--- config.mk ---
export PLATFORM = sky130hd
export DESIGN_NAME = serial_add_ctrl
export DESIGN_NICKNAME = d
export VERILOG_FILES = /design/src/rtl/serial_add_ctrl.sv
export SDC_FILE = /design/constraint.sdc
export NUM_CORES = 1
export LEC_CHECK = 0
export CAP_MARGIN = 20
export CORE_MARGIN = 8
export CORE_UTILIZATION = 45
export CTS_BUF_LIST = sky130_fd_sc_hd__clkbuf_2 sky130_fd_sc_hd__clkbuf_4 sky130_fd_sc_hd__clkbuf_8
export DETAILED_ROUTE_END_ITERATION = 16
export GPL_TIMING_DRIVEN = 0
export PLACE_DENSITY = 0.8
export SYNTH_ARGS = -nofsm -noshare
export SYNTH_HDL_FRONTEND = slang
export SYNTH_SLANG_ARGS = --single-unit
--- constraint.sdc ---
create_clock -name clk -period 1.4 [get_ports clk]
set_clock_uncertainty 0.05 [all_clocks]
set_input_delay 0.21 -clock clk [delete_from_list [all_inputs] [get_ports clk]]
set_output_delay 0.21 -clock clk [all_outputs]
set_load 0.03 [all_outputs]
--- src/rtl/serial_add_ctrl.sv ---
// Bit-serial adder controller: walks one full-adder cell over WIDTH-bit operands,
// LSB first, one bit per clock, behind a start/done handshake.
// Ports: clk, rst_n (sync, active-low), start, a, b, cin -> busy, done, sum, cout.
module serial_add_ctrl #(
    parameter  int WIDTH = 8,
    localparam int CW    = $clog2(WIDTH)
) (
    input  logic             clk,
    input  logic             rst_n,
    input  logic             start,
    input  logic [WIDTH-1:0] a,
    input  logic [WIDTH-1:0] b,
    input  logic             cin,
    output logic             busy,
    output logic             done,
    output logic [WIDTH-1:0] sum,
    output logic             cout
);

    typedef enum logic [1:0] {
        IDLE = 2'd0,
        RUN  = 2'd1,
        DONE = 2'd2
    } state_t;

    state_t           state;
    state_t           state_next;
    logic [WIDTH-1:0] a_sh;
    logic [WIDTH-1:0] b_sh;
    logic [WIDTH-1:0] sum_sh;
    logic             carry;
    logic [CW-1:0]    cnt;
    logic             bit_s;
    logic             bit_c;
    logic             last;

    // The single shared full-adder cell.
    assign bit_s = a_sh[0] ^ b_sh[0] ^ carry;
    assign bit_c = (a_sh[0] & b_sh[0]) | (a_sh[0] & carry) | (b_sh[0] & carry);
    assign last  = (cnt == CW'(WIDTH - 1));

    always_ff @(posedge clk) begin
        if (!rst_n) begin
            state <= IDLE;
        end else begin
            state <= state_next;
        end
    end

    always_comb begin
        state_next = state;
        unique case (state)
            IDLE:    if (start) state_next = RUN;
            RUN:     if (last)  state_next = DONE;
            DONE:    state_next = IDLE;
            default: state_next = IDLE;
        endcase
    end

    // Outputs decode registered state only, so no input reaches an output
    // combinationally.
    assign busy = (state == RUN);
    assign done = (state == DONE);

    always_ff @(posedge clk) begin
        if (!rst_n) begin
            a_sh   <= '0;
            b_sh   <= '0;
            sum_sh <= '0;
            carry  <= 1'b0;
            cnt    <= '0;
            sum    <= '0;
            cout   <= 1'b0;
        end else begin
            unique case (state)
                IDLE: begin
                    if (start) begin
                        a_sh  <= a;
                        b_sh  <= b;
                        carry <= cin;
                        cnt   <= '0;
                    end
                end
                RUN: begin
                    sum_sh <= {bit_s, sum_sh[WIDTH-1:1]};
                    a_sh   <= a_sh >> 1;
                    b_sh   <= b_sh >> 1;
                    carry  <= bit_c;
                    cnt    <= cnt + CW'(1);
                    // Result registers move only here, so the previous
                    // result stays visible for the whole run.
                    if (last) begin
                        sum  <= {bit_s, sum_sh[WIDTH-1:1]};
                        cout <= bit_c;
                    end
                end
                default: begin
                end
            endcase
        end
    end

endmodule

# Word level (Yosys, flattened, before mapping)
# Cells that the tools add are included.
# Widths: inputs -> output; s select.
[classes]
add_sub_neg = 1
mul = 0
div = 0
order_cmp = 0
n_eq_ne = 5
shifts = 0
mux = 11
bitwise_logic = 7
n_reduce_logical = 5
[op_table]
columns = ["operator", "n"]
rows = [
  ["$pmux 8 s2", 2],
  ["$mux 8", 2],
  ["$pmux 3 s2", 1],
  ["$reduce_and 2->1", 3],
  ["$mux 2", 2],
  ["$pmux 2 s2", 1],
  ["$add 3x1->3 const B", 1],
  ["$and 1x1->1", 3],
  ["$eq 3x3->1 const B", 1],
  ["$mux 3", 1],
  ["$eq 2x1->1 const B", 1],
  ["$eq 2x2->1 const B", 1],
  ["$logic_not 2->1", 1],
  ["$ne 2x1->1 const B", 1],
  ["$ne 2x2->1 const B", 1],
  ["$or 1x1->1", 2],
  ["$pmux 1 s2", 1],
  ["$reduce_bool 2->1", 1],
  ["$xor 1x1->1", 2],
  ["$mux 1", 1],
]
[totals]
regBits = 39
latch_bits = 0
mem_bits_rw = 0
romBits = 0
in_bits = 20
n_memories = 0

# Longest topological paths before layout
# Gate-level depths: netlist of run 1.
[depth]
depth_word = 4
mapped_depth = 6

# Least setup slack after synthesis of run 1
# Ideal clock, no wire load.
[synth_timing]
path_type = "register to output"
start = "register state[0]"
end = "output done"
arrival_ps = 1166
required_ps = 1140
slack_ps = -26
stages_incl_launch_ff = 4
path_buffers = 2
cell_sequence = "dfxtp_1 buf_2 buf_4 nor2b_1"
[synth_between]
elab_chain_len = 1
[synth_lines]
columns = ["element", "line", "source"]
rows = [
  ["start, declared", "26", "state_t state;"],
  ["start signal, assigned", "46", "state <= state_next;"],
  ["$eq 2x2->1", "63", "assign done = (state == DONE);"],
  ["end, declared", "15", "output logic done,"],
]
# No other way between the ends.

# Worst setup path after layout of run 1
# Ends and elaborated chain as after synthesis.

==> results of run 1 <==
==> power by group <==
group	switching (µW)	internal [µW]	total [µW]
combinational	126	140	267
sequential	31.4	1120	1160
clock	353	263	616
total	511	1530	2040
==> per-stage QoR <==
step	cell area [µm²]	total power [µW]	util [%]
CTS	2098	2045	61.90
global placement	1966	1413	57.99
floorplan	1608	1316	-
global route	2112	2124	62.31
detailed placement	1966	1417	57.99
finish	2112	2038	62.31
==> metal layers <==
metal / global-route usage [%] / vias to the layer above / routed length [µm]
met5: 0 / - / 0
met4: 5.757 / 0 / 44
met3: 3.684 / 4 / 166
met2: 24.16 / 26 / 1879
met1: 17.57 / 655 / 1614
li1: - / 700 / -
==> worst register-to-register path, delay by kind of cell (launching register included) <==
kind	cells	cell delay, ps
AOI/OAI and AO/OA	2	310
buffers and inverters	2	300
DFF	1	400
and+or+nand+nor	1	240
==> cell usage after synthesis <==
cell and count:
nor2b_1 1, clkbuf_1 9, and3b_1 1, nand2_1 25, buf_2 4, o21ai_1 10
buf_4 1, o221a_2 1, nand3_1 20, a21boi_0 9, and2_1 1, a21oi_1 2
ha_1 2, o211ai_1 14, nand3b_1 1, nor2_1 1, nand4bb_1 2, dfxtp_1 38
fa_1 1, nor3b_1 2, nand2b_1 1, inv_1 3, or3b_4 1, o21ai_0 9
nor2_2 1, mux2i_1 15
==> sequential cells by signal (all words and copies together) (netlist names) <==
name / flops
a_sh: 8
b_sh: 8
sum: 8
sum_sh: 7
cnt: 3
state: 2
carry: 1
cout: 1
==> timing repair <==
item | 4_1_cts | 5_1_grt
hold buffers | 0 | 0
pin swaps | 0 | 1
setup buffers | 3 | 3
gates resized for setup | 45 | 11
setup endpoints to repair | 33 | 35
==> worst paths after layout <==
| check | depth (start not counted) | to | slack, ps |
|---|---|---|---|
| max reg2reg | 5 | carry$_SDFFE_PN0P_ | -20 |
| max | 4 | done | -90 |
| min | 3 | state[0]$_SDFFE_PN0P_ | 360 |
| min reg2reg | 2 | sum[7]$_SDFFE_PN0P_ | 400 |
==> cells by family after synthesis <==
logic type / after synthesis / share of synthesized area [%]
AO/OA/AOI/OAI: 45 / 18.00
adder cells (fa/ha/maj): 3 / 2.806
buffers and inverters: 17 / 4.521
flip-flops: 38 / 47.39
multiplexers: 15 / 9.353
AND/OR/NAND/NOR: 57 / 17.93
==> layout make-up <==
cell class | count | area (µm²) | share of cell area (%)
multi-input cells | 120 | 793.3 | 37.56
flip-flops and latches | 38 | 768.2 | 36.37
repair buffers | 36 | 340.3 | 16.11
plain buffers | 10 | 77.57 | 3.673
clock buffers | 7 | 58.81 | 2.784
well taps | 46 | 57.56 | 2.725
inverters | 3 | 11.26 | 0.5332
clock inverters | 1 | 5.005 | 0.2370
==> results.sh, run 1 <==
export IMPL_outcome="finished, violations left"
export IMPL_violations="setup timing"
export IMPL_area_delta_synth_final_pct=31.57
export IMPL_fp_dieW_um=75.73
export IMPL_dp_hpwl_mm=2.471
export IMPL_ys_types=26
export IMPL_hold_viol_final=0
export IMPL_final_setup_worst_slack_ps=-88.51
export IMPL_layout_commonest_cell="dfxtp_1"
export IMPL_p_per_area_mw_per_mm2=965.1
export IMPL_cts_htree_levels=2
export IMPL_dp_cells=251
export IMPL_yosys_warnings=0
export IMPL_p_leak_uw=0.0008476
export IMPL_crit_required_ps=1140
export IMPL_slew_violations=0
export IMPL_cp_start_kind="flip-flop"
export IMPL_dr_pass1_iters=4
export IMPL_syn_area_mm2=0.001605
export IMPL_port_buffers=30
export IMPL_place_ws_ps=-543.3
export IMPL_synth_top_cell_by_area="dfxtp_1"
export IMPL_worstHoldStart="start"
export IMPL_vdd_drop_max_v=0.0005261
export IMPL_wl_per_cell_um=14.19
export IMPL_worstMarginPinSlew_ps=433.1
export IMPL_drive_gt1_share_pct=14.88
export IMPL_yosys_area_top_type_share_pct=47.39
export IMPL_via_per_inst=5.307
export IMPL_synth_nets=198
export IMPL_nets=237
export IMPL_stdcell_count=261
export IMPL_endpoint_kind="output pin"
export IMPL_cts_reportedPaths_clkPinSlew_ps=120
export IMPL_slew_headroom_pct=71.12
export IMPL_ctsRootBufferMaster="clkbuf_4"
export IMPL_grt_pass1_vias=1374
export IMPL_start_util_pct=47.36
export IMPL_cts_tree="yes"
export IMPL_critPathSlowestCell="dfxtp_4"
export IMPL_max_clock_freq_mhz=671.8
export IMPL_dieArea_mm2=0.005734
export IMPL_post_route_period_util_pct=106.3
export IMPL_yosys_register_bits=38
export IMPL_worstSetupPathType="reg -> out"
export IMPL_numCtsBuffers=5
export IMPL_reg2reg_from="state[0]$_SDFFE_PN0P_"
export IMPL_via_count=1385
export IMPL_crit_family="flip-flops"
export IMPL_critPathMaxStageDelay_ps=400
export IMPL_first_iter_violations=124
export IMPL_grt_pass1_wl_mm=6.285
export IMPL_syn_inst=175
export IMPL_core_area_mm2=0.003390
export IMPL_clock_sinks=38
export IMPL_core_rowCount=21
export IMPL_hold_class="in -> reg"
export IMPL_fillers=282
export IMPL_clock_path_buffers=2
export IMPL_path_cells="buf_8, buf_12, nor2b_4, buf_6"
export IMPL_maxCapViolCount=0
export IMPL_drc=0
export IMPL_wl_mm=3.704
export IMPL_critPathBufInv=3
export IMPL_place_gp_congestion=0.7559
export IMPL_grt_use_total_pct=14.58
export IMPL_final_cell_mix="dfxtp_1 (36), nand2_1 (25), nand3_1 (20)"
export IMPL_insertion_delay_ps=350
export IMPL_setup_tns_ps=-166.3
export IMPL_fin_crit_ps=1489
export IMPL_holdWs_ps=359.6
export IMPL_grt_max_degree=12
export IMPL_ys_top_cells_by_area="dfxtp_1 (47%), mux2i_1 (9.4%), o211ai_1 (6.5%)"
export IMPL_crit_arrival_ps=1230
export IMPL_avgSynthCellArea_um2=9.173
export IMPL_setup_viol=3
export IMPL_grt_overflow=0
export IMPL_ys_seq_area_share_pct=47.39
export IMPL_cp_startpoint="state[0]$_SDFFE_PN0P_"
export IMPL_antenna_found_initial=0
export IMPL_ant_nets=0
export IMPL_rsz0062_at_grt="true"
export IMPL_critPathMaxFanout=6
export IMPL_diodes=0
export IMPL_die_h_um=75.73
export IMPL_ioPinCount=31
Power figures use the tool's default switching activity.
==> inputs of run 2 (changes only) <==
--- a/config.mk
+++ b/config.mk
@@ -12,6 +12,7 @@
 export DETAILED_ROUTE_END_ITERATION = 16
 export GPL_TIMING_DRIVEN = 0
 export PLACE_DENSITY = 0.8
+export SLEW_MARGIN = 20
 export SYNTH_ARGS = -nofsm -noshare
 export SYNTH_HDL_FRONTEND = slang
 export SYNTH_SLANG_ARGS = --single-unit
==> results of run 2 <==
No change in the layout: final DEF, timing and power equal those of run 1.
